==> config.mk <==
export PLATFORM = sky130hd
export DESIGN_NAME = sram_sequencer
export DESIGN_NICKNAME = d
export VERILOG_FILES = /design/src/rtl/sram_sequencer.sv
export SDC_FILE = /design/constraint.sdc
export NUM_CORES = 1
export LEC_CHECK = 0
export BUFFER_PORTS_ARGS = -buffer_cell sky130_fd_sc_hd__buf_2
export CAP_MARGIN = 5
export CORE_UTILIZATION = 36
export DETAILED_ROUTE_END_ITERATION = 8
export HOLD_SLACK_MARGIN = 0.02
export MAX_ROUTING_LAYER = met4
export REMOVE_ABC_BUFFERS = 1
export SLEW_MARGIN = 20
export SYNTH_ARGS = -nofsm -noshare
export SYNTH_HDL_FRONTEND = slang
export SYNTH_SLANG_ARGS = --single-unit
==> constraint.sdc <==
create_clock -name clock -period 1.6 [get_ports clock]
set_clock_uncertainty 0.05 [all_clocks]
set_input_delay 0.24 -clock clock [delete_from_list [all_inputs] [get_ports clock]]
set_output_delay 0.24 -clock clock [all_outputs]
set_load 0.01 [all_outputs]
==> src/rtl/sram_sequencer.sv <==
// Sequences host and tag-RAM identity-fill accesses onto an asynchronous SRAM bus.
// Every access runs IDLE -> ADDR -> STROBE (STROBE_CYCLES) -> RECOVER, and all outputs are registered.
module sram_sequencer #(
  parameter int STROBE_CYCLES = 2,
  parameter int FILL_ENTRIES  = 4096
) (
  input  logic        clock,
  input  logic        reset,
  input  logic        host_req,
  input  logic        host_tag,
  input  logic        host_we,
  input  logic [20:0] host_addr,
  input  logic [7:0]  host_wdata,
  output logic        host_ack,
  output logic [7:0]  host_rdata,
  input  logic        fill_start,
  output logic        fill_busy,
  output logic        fill_done,
  output logic [20:0] baddress,
  output logic [7:0]  bdata_out,
  output logic        bdata_oe,
  input  logic [7:0]  bdata_in,
  output logic        _ce_ram,
  output logic        _ce_tag,
  output logic        _we_ram
);

  localparam int CW = (STROBE_CYCLES > 1) ? $clog2(STROBE_CYCLES) : 1;
  localparam logic [CW-1:0] LAST_CNT   = CW'(STROBE_CYCLES - 1);
  localparam logic [11:0]   LAST_ENTRY = 12'(FILL_ENTRIES - 1);

  typedef enum logic [1:0] {IDLE, ADDR, STROBE, RECOVER} state_t;

  state_t        r_state, w_state_next;
  logic [CW-1:0] r_cnt, w_cnt_next;
  logic          r_we, w_we_next;
  logic          r_host, w_host_next;
  logic [11:0]   r_entry, w_entry_next;
  logic          r_fill_busy, w_fill_busy_next;
  logic          r_fill_done, w_fill_done_next;
  logic          r_host_ack, w_host_ack_next;
  logic [7:0]    r_host_rdata, w_host_rdata_next;
  logic [20:0]   r_baddress, w_baddress_next;
  logic [7:0]    r_bdata_out, w_bdata_out_next;
  logic          r_bdata_oe, w_bdata_oe_next;
  logic          r_ce_ram, w_ce_ram_next;
  logic          r_ce_tag, w_ce_tag_next;
  logic          r_we_ram, w_we_ram_next;
  logic          w_grant_tag, w_grant_we;

  always_comb begin
    w_state_next      = r_state;
    w_cnt_next        = r_cnt;
    w_we_next         = r_we;
    w_host_next       = r_host;
    w_entry_next      = r_entry;
    w_fill_busy_next  = r_fill_busy;
    w_fill_done_next  = 1'b0;
    w_host_ack_next   = 1'b0;
    w_host_rdata_next = r_host_rdata;
    w_baddress_next   = r_baddress;
    w_bdata_out_next  = r_bdata_out;
    w_bdata_oe_next   = r_bdata_oe;
    w_ce_ram_next     = r_ce_ram;
    w_ce_tag_next     = r_ce_tag;
    w_we_ram_next     = r_we_ram;
    w_grant_tag       = 1'b0;
    w_grant_we        = 1'b0;

    if (fill_start && !r_fill_busy) begin
      w_fill_busy_next = 1'b1;
      w_entry_next     = '0;
    end

    case (r_state)
      IDLE: begin
        if (host_req || r_fill_busy) begin
          // Host has strict priority; a fill access only starts from IDLE, so it is never split.
          if (host_req) begin
            w_grant_tag      = host_tag;
            w_grant_we       = host_we;
            w_baddress_next  = host_addr;
            w_bdata_out_next = host_wdata;
            w_host_next      = 1'b1;
          end else begin
            w_grant_tag      = 1'b1;
            w_grant_we       = 1'b1;
            w_baddress_next  = {9'b0, r_entry};
            w_bdata_out_next = {4'h0, r_entry[3:0]};
            w_host_next      = 1'b0;
          end
          w_we_next       = w_grant_we;
          w_ce_ram_next   = w_grant_tag;
          w_ce_tag_next   = !w_grant_tag;
          w_we_ram_next   = 1'b1;
          w_bdata_oe_next = w_grant_we;
          w_cnt_next      = '0;
          w_state_next    = ADDR;
        end
      end
      ADDR: begin
        w_we_ram_next = !r_we;
        w_state_next  = STROBE;
      end
      STROBE: begin
        if (r_cnt == LAST_CNT) begin
          w_state_next  = RECOVER;
          w_ce_ram_next = 1'b1;
          w_ce_tag_next = 1'b1;
          w_we_ram_next = 1'b1;
          if (!r_we) w_host_rdata_next = bdata_in;
          if (r_host) begin
            w_host_ack_next = 1'b1;
          end else if (r_entry == LAST_ENTRY) begin
            w_fill_busy_next = 1'b0;
            w_fill_done_next = 1'b1;
          end else begin
            w_entry_next = r_entry + 12'd1;
          end
        end else begin
          w_cnt_next = r_cnt + 1'b1;
        end
      end
      RECOVER: begin
        w_bdata_oe_next = 1'b0;
        w_state_next    = IDLE;
      end
      default: w_state_next = IDLE;
    endcase
  end

  always_ff @(posedge clock) begin
    if (reset) begin
      r_state      <= IDLE;
      r_cnt        <= '0;
      r_we         <= 1'b0;
      r_host       <= 1'b0;
      r_entry      <= '0;
      r_fill_busy  <= 1'b0;
      r_fill_done  <= 1'b0;
      r_host_ack   <= 1'b0;
      r_host_rdata <= '0;
      r_baddress   <= '0;
      r_bdata_out  <= '0;
      r_bdata_oe   <= 1'b0;
      r_ce_ram     <= 1'b1;
      r_ce_tag     <= 1'b1;
      r_we_ram     <= 1'b1;
    end else begin
      r_state      <= w_state_next;
      r_cnt        <= w_cnt_next;
      r_we         <= w_we_next;
      r_host       <= w_host_next;
      r_entry      <= w_entry_next;
      r_fill_busy  <= w_fill_busy_next;
      r_fill_done  <= w_fill_done_next;
      r_host_ack   <= w_host_ack_next;
      r_host_rdata <= w_host_rdata_next;
      r_baddress   <= w_baddress_next;
      r_bdata_out  <= w_bdata_out_next;
      r_bdata_oe   <= w_bdata_oe_next;
      r_ce_ram     <= w_ce_ram_next;
      r_ce_tag     <= w_ce_tag_next;
      r_we_ram     <= w_we_ram_next;
    end
  end

  assign host_ack   = r_host_ack;
  assign host_rdata = r_host_rdata;
  assign fill_busy  = r_fill_busy;
  assign fill_done  = r_fill_done;
  assign baddress   = r_baddress;
  assign bdata_out  = r_bdata_out;
  assign bdata_oe   = r_bdata_oe;
  assign _ce_ram    = r_ce_ram;
  assign _ce_tag    = r_ce_tag;
  assign _we_ram    = r_we_ram;

endmodule

### Word-level counts from Yosys, hierarchy flattened

Index checks and enable logic that the tools add are counted.

* register bits after elaboration: 61
* output and inout bits: 44

* multiplexer cells: 34
* reduce and logical (&&, ||, !) cells: 18
* bitwise operators: 3
* equality and inequality tests: 6
* $add $sub $neg: 2

Operator list (count)
* $mux W12: 5
* $mux W21: 1
* $mux W1: 19
* $add A12 B1 Y12 const B: 1
* $eq A12 B12 Y1 const B: 1
* $reduce_and A3 Y1: 3
* $mux W8: 1
* $pmux W1 S2: 4
* $pmux W2 S4: 1
* $reduce_and A2 Y1: 4
* $eq A2 B2 Y1 const B: 2
* $mux W2: 2
* $ne A2 B2 Y1 const B: 2
* $reduce_bool A2 Y1: 2
* $reduce_or A4 Y1: 1
* $logic_not A1 Y1: 3
* $not A1 Y1: 3
* $pmux W1 S3: 1
* $reduce_bool A3 Y1: 1
* $reduce_or A3 Y1: 1
* $eq A2 B1 Y1 const B: 1
* $logic_not A2 Y1: 1
* $add A1 B1 Y1 const B: 1
* $logic_and A1 B1 Y1: 1
* $logic_or A1 B1 Y1: 1

### Logic depth before layout (Yosys ltp)

Gate-level depths: netlist (run 1).

* depth in word-level cells: 7
* depth in mapped cells: 8
* mapped depth without buffers: 6

### Worst setup path before layout (run 1)

OpenSTA, ideal clock, no wires.

* path kind: flip-flop to flip-flop
* start: reg r_entry[0]
* end: reg r_entry[3]
* path slack: -0.163 ns
* arrival time: 1.594 ns
* required time: 1.430 ns
* cell stages (with the launch flop): 6
* library setup time: 0.120 ns
* buffers on the path: 0
* path through: dfxtp_1 ha_1 nand3_4 o41a_1 and3_1 a211o_1

* longest elaborated chain between the ends: 5
* elaborated cells between the ends (all ways): 6
* classes of those cells: add/sub (1); eq/ne (1); mux (4)

RTL lines
* from (decl): line 38 `logic [11:0] r_entry, w_entry_next;`
* from (signal assigned): line 154 `r_entry <= w_entry_next;`
* $add A12 B1 Y12 / $eq A12 B12 Y1 (equally long branches): line 118, 114
* $mux W12 *: line 114 `end else if (r_entry == LAST_ENTRY) begin`
* $mux W12 *: line 112 `if (r_host) begin`
* $mux W12 *: line 106 `if (r_cnt == LAST_CNT) begin`
* $mux W12 *: line 75 `case (r_state)`

Every way passes the cells marked *; elsewhere a longest branch is shown, timed or not.
A chain may end at the register's enable or synchronous reset.

### Worst setup path after layout (run 1)

* start: reg r_entry[0]
* end: reg r_entry[7]

The elaborated chain is that of the path after synthesis.

==> flow_summary.toml, run 1 <==
[outcome]
run_status = "finished, violations left"
violations = "negative setup slack"

[global_route]
grt_use_total = 0.203
grt_pass1_wl_mm = 12.0
overflow = 0
grt_max_degree = 57
grt_pass1_vias = 2551
antenna_found_initial = 1

[place]
place_inst = 526
portBuffers = 86
gp_congestion = 0.840
dpl_cell_area_um2 = 3590
dp_hpwl_mm = 5.23

[worst_setup_path]
crit_path_end_kind = "flop"
startpoint_type = "flop"
arrival_ns = 1.93
critical_path_required_ns = 1.77
crit_fanout = 4
crit_type = "reg2reg"

[synth]
synth_edf_count = 0
netlist_instances = 314
yosysWarnings = 0
ys.flop_type = "dfxtp_1"
yosysUniqueCellTypes = 46
async_flop_share = 0
yosysSeqAreaShare = 0.445
yosys_register_bits = 61
syn_avg_cell_area_um2 = 8.73
synth_area_um2 = 2740

[clock_network]
cts_htree_levels = 3
holdBufCountCts = 0
clkTransAtPathRegs_ns = 0.08
clock_path_buffers = 2
clock_latency_ns = 0.33
cts.root.buffer_cell = "clkbuf_8"
cts_tree = "yes"
cts.sinks = 61
cts_buffers = 9

[pwr]
power.density_nw_per_um2 = 1310
power_leakage_uw = 0.00182
ir_worst_vdd_v = 0.000648
p_sw_frac = 0.329
p_sw_uw = 1810
internal_power_uw = 3690
pwr-share-comb = 0.372
finalPower_uw = 5500
pwr-share-clk = 0.282
seqPwrFrac = 0.346

[final_layout]
nets = 502
postLayoutCellArea_um2 = 4190
fillers = 689
fin_util = 0.575
layout-drive-gt1-share = 0.463
syn_to_final_growth_pct = 52.9
stdcell_count = 558

[drt]
vias = 2841
route.detailed.drc = 0
wl_per_cell_um = 14.8
drtPass1Iterations = 4
first_iter_violations = 124
postRouteWirelength_mm = 8.26
ant_nets = 0
viasPerCell = 5.09

[floorplan]
std_cell_rows = 31
core_area_um2 = 7290
ioPinCount = 87
die_h_um = 89.3
dieArea_um2 = 7970
die_w_um = 89.3
initial_core_util = 0.376

[timing]
drv_slew = 0
max_freq_ghz = 0.570
period_needed_ns = 1.75
finalSetupViolations = 9
hold_viol = 0
whs_ns = 0.0810
fin_crit_sh = 1.10
grt_setup_unrepaired = "true"
fin_ws_ns = -0.153
relSlewSlack = 0.556
tightest_slew_ns = 0.666

[flow_run]
cap_violations = 0

[worst_hold_path]
worstHoldPathType = "in2reg"
-- metal layers --
metal | GRT usage | part of all wire
met2 | 0.319 | 0.47
met4 | 0.0693 | 0.017
met5 | - | 0
met3 | 0.0536 | 0.051
met1 | 0.253 | 0.46
-- cell usage after synthesis (4+ instances only) --
cell | instances | share of area
dfxtp_1 | 61 | 0.45
mux2i_1 | 10 | 0.036
nand2_1 | 39 | 0.053
and3_1 | 6 | 0.014
buf_2 | 4 | 0.0073
o21ai_0 | 4 | 0.0073
nor2b_1 | 5 | 0.011
nand3_1 | 18 | 0.033
inv_1 | 6 | 0.0082
nor2_1 | 28 | 0.038
nor3_1 | 16 | 0.029
a21oi_1 | 28 | 0.051
ha_1 | 6 | 0.027
a211oi_1 | 18 | 0.049
clkbuf_1 | 15 | 0.021
-- registers in the layout, summed over array words and instances (netlist names) --
name / count
_ce_ram: 1
_ce_tag: 1
_we_ram: 1
baddress: 21
bdata_oe: 1
bdata_out: 8
fill_busy: 1
fill_done: 1
host_ack: 1
host_rdata: 8
r_cnt: 1
r_entry: 12
r_host: 1
r_state: 2
r_we: 1
-- power by group through the flow --
stage          combinational, uW  sequential, uW  clock (uW)
2_1_floorplan                725            2030           0
3_3_place_gp                1600            1920           0
3_5_place_dp                1610            1920           0
4_1_cts                     1720            1890        1590
5_1_grt                     2250            1940        1680
6_report                    2050            1900        1550
-- kinds of logic (layout without fill, tap and decap cells) --
family          Yosys count  in the layout  synth area share
other cells               0              1                 0
mux                      10             10            0.0365
fa+ha+maj                 6              6            0.0274
compound gates           73             74             0.192
simple gates            138            138             0.261
buf+inv                  26            169            0.0374
flops                    61             61             0.445
-- layout by cell type (no fill, tap or decap), types with 6 or more instances in the layout --
cell type	synthesis	final
buf_2	4	86
buf_4	0	51
dfxtp_1	61	49
nand2_1	39	38
nor2_1	28	28
a21oi_1	28	22
nand3_1	18	17
a211oi_1	18	16
nor3_1	16	16
mux2i_1	10	10
clkbuf_8	0	10
dfxtp_2	0	10
buf_6	0	7
a21oi_2	0	6
-- path summary, 6_finish.rpt --
check | startpoint | endpoint | slack (ns) | cells past startpoint
worst min register to register | baddress[18]$_SDFFE_PP0P_ | baddress[18]$_SDFFE_PP0P_ | 0.40 | 2
worst min-delay path | bdata_in[7] | host_rdata[7]$_SDFFE_PP0P_ | 0.08 | 3
worst max-delay path | r_entry[0]$_SDFF_PP0_ | r_entry[7]$_SDFF_PP0_ | -0.15 | 7
worst max register to register | r_entry[0]$_SDFF_PP0_ | r_entry[7]$_SDFF_PP0_ | -0.15 | 7
-- through the flow --
step | setup WS (ns) | setup TNS (ns)
after floorplan | -0.323 | -9.48
after global placement | -0.198 | -1.84
after detailed placement | -0.214 | -2.46
after CTS | -0.0682 | -0.439
after global routing | -0.208 | -1.48
final | -0.153 | -0.752
-- critical path, stage by stage, from the launching register on --
cell	delay, ns
dfxtp_2	0.36
ha_4	0.17
nand3_4	0.12
o41ai_4	0.34
buf_4	0.17
buf_4	0.12
nor3_1	0.05
a211o_1	0.26
-- cell type report --
class | instances | area (um^2) | share of cell area
Multi-Input combinational cell | 228 | 1620 | 0.386
Clock inverter | 6 | 86.3 | 0.0206
Inverter | 6 | 22.5 | 0.00537
Clock buffer | 10 | 138 | 0.0328
Tap cell | 99 | 124 | 0.0295
Timing Repair Buffer | 147 | 962 | 0.229
Antenna cell | 1 | 2.50 | 0.000597
Sequential cell | 61 | 1240 | 0.296
-- timing repair --
action | 4_1_cts | 5_1_grt
cloned | 0 | 3
buffers inserted | 10 | 4
endpoints found under the setup margin | 28 | 44
resized for setup | 32 | 26
pin swaps | 14 | 17
Power figures use the tool's default switching activity.
==> inputs of run 2 (changes only) <==
--- a/config.mk
+++ b/config.mk
@@ -6,4 +6,5 @@
 export NUM_CORES = 1
 export LEC_CHECK = 0
+export ABC_AREA = 1
 export BUFFER_PORTS_ARGS = -buffer_cell sky130_fd_sc_hd__buf_2
 export CAP_MARGIN = 5
==> constraint.sdc (replaced) <==
create_clock -name clock -period 1.6 [get_ports clock]
set_clock_uncertainty 0.05 [all_clocks]
set_input_delay 0.08 -clock clock [delete_from_list [all_inputs] [get_ports clock]]
set_output_delay 0.08 -clock clock [all_outputs]
set_load 0.01 [all_outputs]
==> run 2 against run 1 <==
Effect of this change: the run now ends clean; clock-buffer cell count is the same; non-clock buffer count is the same; first-iteration DRC count shrank 15%; via count grew 1.8%; die area is the same; combinational power shrank 24%; global-route usage grew 0.060 points; register-to-register slack gained 0.26 ns; fmax grew 17%; utilization shrank 2.7 points; final area shrank 4.7%; largest cell class unchanged.
==> flow_summary.toml, run 2 <==
[global_route]
grt_pass1_vias = 2717
grt_use_total = 0.204
overflow = 0
antenna_found_initial = 0
grt_pass1_wl_mm = 12.1
grt_max_degree = 28

[synth]
netlist_instances = 377
synthTopCellsByCount = "101 x nand2_1, 61 x dfxtp_1, 48 x nor2_1"
yosysUniqueCellTypes = 28
yosysTopAreaCellShare = 0.445
synth_edf_count = 0
ys.flop_type = "dfxtp_1"
yosysSeqAreaShare = 0.445
synthTopCellsByArea = "dfxtp_1 45%, nand2_1 14%, a21oi_1 7.7%, nor2_1 6.6%, nand3_1 3.8%"
synth_top_cell_by_area = "dfxtp_1"
syn_avg_cell_area_um2 = 7.27
yosysWarnings = 0
yosysMostFrequentCell = "nand2_1"
async_flop_share = 0
yosys_register_bits = 61
synth_area_um2 = 2740

[worst_setup_path]
cpMostUsedCell = "nand2_1"
cpMaxStageDelayCell = "dfxtp_1"
reg2reg_to = "r_entry[0]$_SDFF_PP0_"
critPathMaxStageDelay_ns = 0.33
r2r_slack_ns = 0.11
crit_chain = "inv_2, ha_2, nand2_2, nor2_4, nand2_8, buf_4, nand2_1, nand2_1, a21oi_1"
crit_path_end_kind = "flop"
critical_path_required_ns = 1.82
crit_fanout = 11
crit_type = "reg2reg"
arrival_ns = 1.71
startpoint_type = "flop"
rr_startpoint = "r_state[0]$_SDFFE_PP0P_"
reg2reg_depth = 9

[floorplan]
ioPinCount = 87
die_w_um = 89.3
core_area_um2 = 7290
std_cell_rows = 31
dieArea_um2 = 7970
die_h_um = 89.3
initial_core_util = 0.376

[final_layout]
seq_area_um2 = 1220
mostFrequentLayoutCells = "100 x nand2_1, 86 x buf_2, 61 x dfxtp_1, 46 x nor2_1, 42 x a21oi_1"
largest_reg_flops = 21
fin_util = 0.548
syn_to_final_growth_pct = 45.7
final_common_cell = "nand2_1"
fillers = 732
layout-drive-gt1-share = 0.285
antenna_cells = 0
multi_input_area_um2 = 1360
nets = 568

[place]
gp_congestion = 0.872
portBuffers = 86
dp_hpwl_mm = 4.96

[worst_hold_path]
hold_depth = 4
min_to = "r_we$_SDFFE_PP0P_"
worstHoldPathType = "in2reg"
min_from = "host_we"

[clock_network]
cts.sinks = 61
cts.root.buffer_cell = "clkbuf_8"
cts_buffers = 9
clock_latency_ns = 0.33
clkTransAtPathRegs_ns = 0.07
cts_tree = "yes"
clock_path_buffers = 2
cts_htree_levels = 3

[timing]
period_needed_ns = 1.49
max_freq_ghz = 0.669
drv_slew = 0
fin_crit_sh = 0.934
finalSetupViolations = 0
relSlewSlack = 0.682
hold_viol = 0
tightest_slew_ns = 0.476

[drt]
first_iter_violations = 105
viasPerCell = 4.65
vias = 2893
postRouteWirelength_mm = 7.61
wl_per_cell_um = 12.2
route.detailed.drc = 0
drtPass1Iterations = 4
ant_nets = 0

[flow_run]
cap_violations = 0

[pwr]
power_leakage_uw = 0.00180
finalPower_uw = 4580
ir_worst_vdd_v = 0.000649
power.density_nw_per_um2 = 1150

[outcome]
run_status = "finished, final reports clean"
==> run 2: cell types whose count changed after synthesis, moves of 8 or more <==
cell and delta:
o21ai_0 +16, nor3_1 -13, a211oi_1 -17, nand2_1 +62
mux2i_1 -10, inv_1 +19, nor2_1 +20, a21oi_1 +14
clkbuf_1 -8
==> run 2: power breakdown <==
group	switching, uW	leakage [uW]	internal, uW	total, uW
sequential	135	0.000497	1760	1890
clock	597	0.0000856	545	1140
combinational	877	0.00122	673	1550
==> run 2: layer usage <==
| layer | vias to the layer above | part of all wire | global-route usage |
|---|---|---|---|
| li1 | 1512 | - | - |
| met3 | 9 | 0.058 | 0.0471 |
| met5 | - | 0 | - |
| met2 | 94 | 0.44 | 0.344 |
| met1 | 1278 | 0.49 | 0.241 |
| met4 | 0 | 0.0097 | 0.0620 |
==> run 2: cell type report <==
class                   instances  area share
multi-input cells             274       0.339
flip-flops and latches         61       0.306
repair buffers                147       0.260
clock buffers                  10      0.0319
well taps                      99      0.0310
inverters                      26      0.0244
clock inverters                 5     0.00720
==> run 2: worst max path at each step <==
stage                             from                        end  slack, ns  cells past startpoint
6_report       r_state[0]$_SDFFE_PP0P_      r_entry[0]$_SDFF_PP0_       0.11                      9
5_1_grt          r_entry[1]$_SDFF_PP0_      r_entry[7]$_SDFF_PP0_      -0.01                      9
2_1_floorplan  r_state[0]$_SDFFE_PP0P_  baddress[10]$_SDFFE_PP0P_       -0.1                      6
3_3_place_gp     r_entry[0]$_SDFF_PP0_      r_entry[7]$_SDFF_PP0_       0.12                      9
4_1_cts        r_state[0]$_SDFFE_PP0P_       _ce_ram$_SDFFE_PP1P_       0.04                      8
3_5_place_dp   r_state[0]$_SDFFE_PP0P_       _ce_ram$_SDFFE_PP1P_       0.04                      8
==> run 2: cells by family after synthesis <==
logic type,Yosys count,share of synthesized area
compound gates,78,0.155
fa+ha+maj,6,0.0274
buf+inv,42,0.0689
flops,61,0.445
simple gates,190,0.304
==> run 2: repair_timing <==
item / 4_1_cts / 5_1_grt
hold buffers: 39 / 0
hold endpoints to repair: 39 / 0
buffers inserted: 0 / 6
setup endpoints to repair: 0 / 25
resized for setup: 0 / 10
==> run 2: critical path: cells and delay by family, from the launching register on <==
family                   cells  cell delay [ns]
AO/OA/AOI/OAI                1             0.11
adder cells (fa/ha/maj)      1             0.21
buffers and inverters        2             0.25
flip-flops                   1             0.33
AND/OR/NAND/NOR              5             0.49
==> run 2: per-stage QoR <==
stage / area (um^2) / instances / TNS [ns] / setup WS [ns] / hold slack, ns
4_1_cts: 3920 / 616 / 0 / 0.0410 / 0.0563
2_1_floorplan: 2650 / 361 / -1.24 / -0.0958 / 0.0924
5_1_grt: 4000 / 622 / -0.0128 / -0.0128 / 0.0775
3_5_place_dp: 3380 / 562 / 0 / 0.0425 / 0.260
6_report: 4000 / 622 / 0 / 0.105 / 0.0675
3_3_place_gp: 3380 / 562 / 0 / 0.120 / 0.251
==> inputs of run 3 (changes only) <==
- CORE_ASPECT_RATIO: not set -> 2
==> run 3 against run 2 <==
Effect of this change: die area grew 0.26%; fmax shrank 0.54%; critical path depth is the same; global-route usage grew 0.65 points; cell count shrank 0.32%; combinational power is essentially flat; sequential share of layout area shrank 0.99 points; clock-buffer cell count grew 3; sequential power is essentially flat; setup slack lost 0.0081 ns; via count grew 1.9%; critical path type unchanged; highest routed layer unchanged.
==> flow_summary.toml, run 3 (synthesized netlist as in run 2, its figures left out) <==
[timing]
relSlewSlack = 0.679
whs_ns = 0.102
period_needed_ns = 1.50
fin_crit_sh = 0.939
finalSetupViolations = 0
drv_slew = 0
hold_viol = 0
max_freq_ghz = 0.665
tns_ns = 0
tightest_slew_ns = 0.480
grt_setup_unrepaired = "false"

[final_layout]
stdcell_count = 620
final_common_cell = "nand2_1"
largest_reg_flops = 21
nets = 572
fillers = 691
antenna_cells = 0
syn_to_final_growth_pct = 50.7
multi_input_area_um2 = 1340
seq_area_um2 = 1220
mostFrequentLayoutCells = "100 x nand2_1, 86 x buf_2, 60 x dfxtp_1, 47 x nor2_1, 42 x a21oi_1"
postLayoutCellArea_um2 = 4130
layout-drive-gt1-share = 0.286

[place]
dp_hpwl_mm = 5.51
place_inst = 565
gp_congestion = 0.931
dpl_cell_area_um2 = 3420
portBuffers = 86

[worst_hold_path]
hold_depth = 4
min_from = "host_req"
worstHoldPathType = "in2reg"
min_to = "_ce_ram$_SDFFE_PP1P_"

[global_route]
overflow = 0
antenna_found_initial = 0
grt_pass1_vias = 2742
grt_use_total = 0.210
grt_pass1_wl_mm = 12.5
grt_max_degree = 35

[drt]
wl_per_cell_um = 12.6
postRouteWirelength_mm = 7.82
vias = 2948
viasPerCell = 4.75
drtPass1Iterations = 4
ant_nets = 0
first_iter_violations = 141
route.detailed.drc = 0

[worst_setup_path]
crit_fanout = 11
crit_path_end_kind = "flop"
critical_path_required_ns = 1.83
reg2reg_to = "r_entry[11]$_SDFF_PP0_"
rr_startpoint = "r_state[0]$_SDFFE_PP0P_"
r2r_slack_ns = 0.1
crit_type = "reg2reg"
arrival_ns = 1.73
reg2reg_depth = 9
startpoint_type = "flop"

[clock_network]
cts.root.buffer_cell = "clkbuf_16"
clock_latency_ns = 0.33
cts_setup_buffers = 0
cts_tree = "yes"
clock_path_buffers = 2
cts_htree_levels = 3
clkTransAtPathRegs_ns = 0.05
cts.sinks = 61
cts_buffers = 9

[pwr]
power_leakage_uw = 0.00188
power.density_nw_per_um2 = 1310
ir_worst_vdd_v = 0.000658

[outcome]
run_status = "finished, final reports clean"

[floorplan]
core_area_um2 = 7320
die_h_um = 125
die_w_um = 63.7
dieArea_um2 = 7990
initial_core_util = 0.375
ioPinCount = 87
std_cell_rows = 44

[flow_run]
cap_violations = 0
-- run 3: changes by cell type in the layout (fill, tap and decap cells not counted), moves of 3 or more --
cell and change:
buf_4 +6, clkinv_2 -3, clkbuf_16 +9, clkbuf_8 -6
-- run 3: area by class of cell --
type,count,share of cell area
multi-input combinational,274,0.324
timing repair buffer,151,0.253
clock inverter,3,0.0103
sequential,61,0.296
inverter,26,0.0236
tap,92,0.0279
clock buffer,13,0.0654
-- run 3: how the worst max path moves through the flow --
stage / from / end / cells past startpoint
floorplan: r_state[0]$_SDFFE_PP0P_ / baddress[10]$_SDFFE_PP0P_ / 6
CTS: r_state[0]$_SDFFE_PP0P_ / r_entry[9]$_SDFF_PP0_ / 9
detailed placement: r_state[0]$_SDFFE_PP0P_ / r_entry[9]$_SDFF_PP0_ / 8
finish: r_state[0]$_SDFFE_PP0P_ / r_entry[11]$_SDFF_PP0_ / 9
global route: r_state[0]$_SDFFE_PP0P_ / r_entry[10]$_SDFF_PP0_ / 9
global placement: r_state[0]$_SDFFE_PP0P_ / r_entry[9]$_SDFF_PP0_ / 9
-- run 3: routing by layer --
metal	vias up	share of wire	track usage
met3	11	0.034	0.0465
met1	1343	0.40	0.206
met2	72	0.55	0.377
li1	1522	-	-
met5	-	0	-
met4	0	0.015	0.103
-- run 3: repair_timing --
action	4_1_cts	5_1_grt
hold endpoints to repair	39	0
gates resized for setup	0	6
endpoints found under the setup margin	0	18
hold buffers	39	0
-- run 3: worst max-delay path, cell delays in order, from the launching register on --
cell	delay, ns
dfxtp_2	0.34
inv_2	0.09
ha_2	0.22
nand2_2	0.10
nor2_4	0.15
nand2_4	0.12
buf_4	0.16
a21oi_1	0.11
nand2_1	0.06
inv_1	0.05
-- run 3: power breakdown --
part | internal (uW) | leakage (uW) | total [uW] | switching, uW
Sequential | 1760 | 0.000497 | 1900 | 133
Clock | 1330 | 0.000152 | 1980 | 653
Combinational | 669 | 0.00123 | 1540 | 872
Total | 3760 | 0.00188 | 5420 | 1660
-- run 3: per-stage QoR --
| step | util | power (uW) | setup WS, ns |
|---|---|---|---|
| floorplan | - | 2700 | -0.0958 |
| global route | 0.564 | 5720 | 0.00242 |
| detailed placement | 0.467 | 3370 | 0.0240 |
| global placement | 0.467 | 3340 | 0.0873 |
| finish | 0.564 | 5420 | 0.0970 |
| CTS | 0.563 | 5450 | 0.0101 |
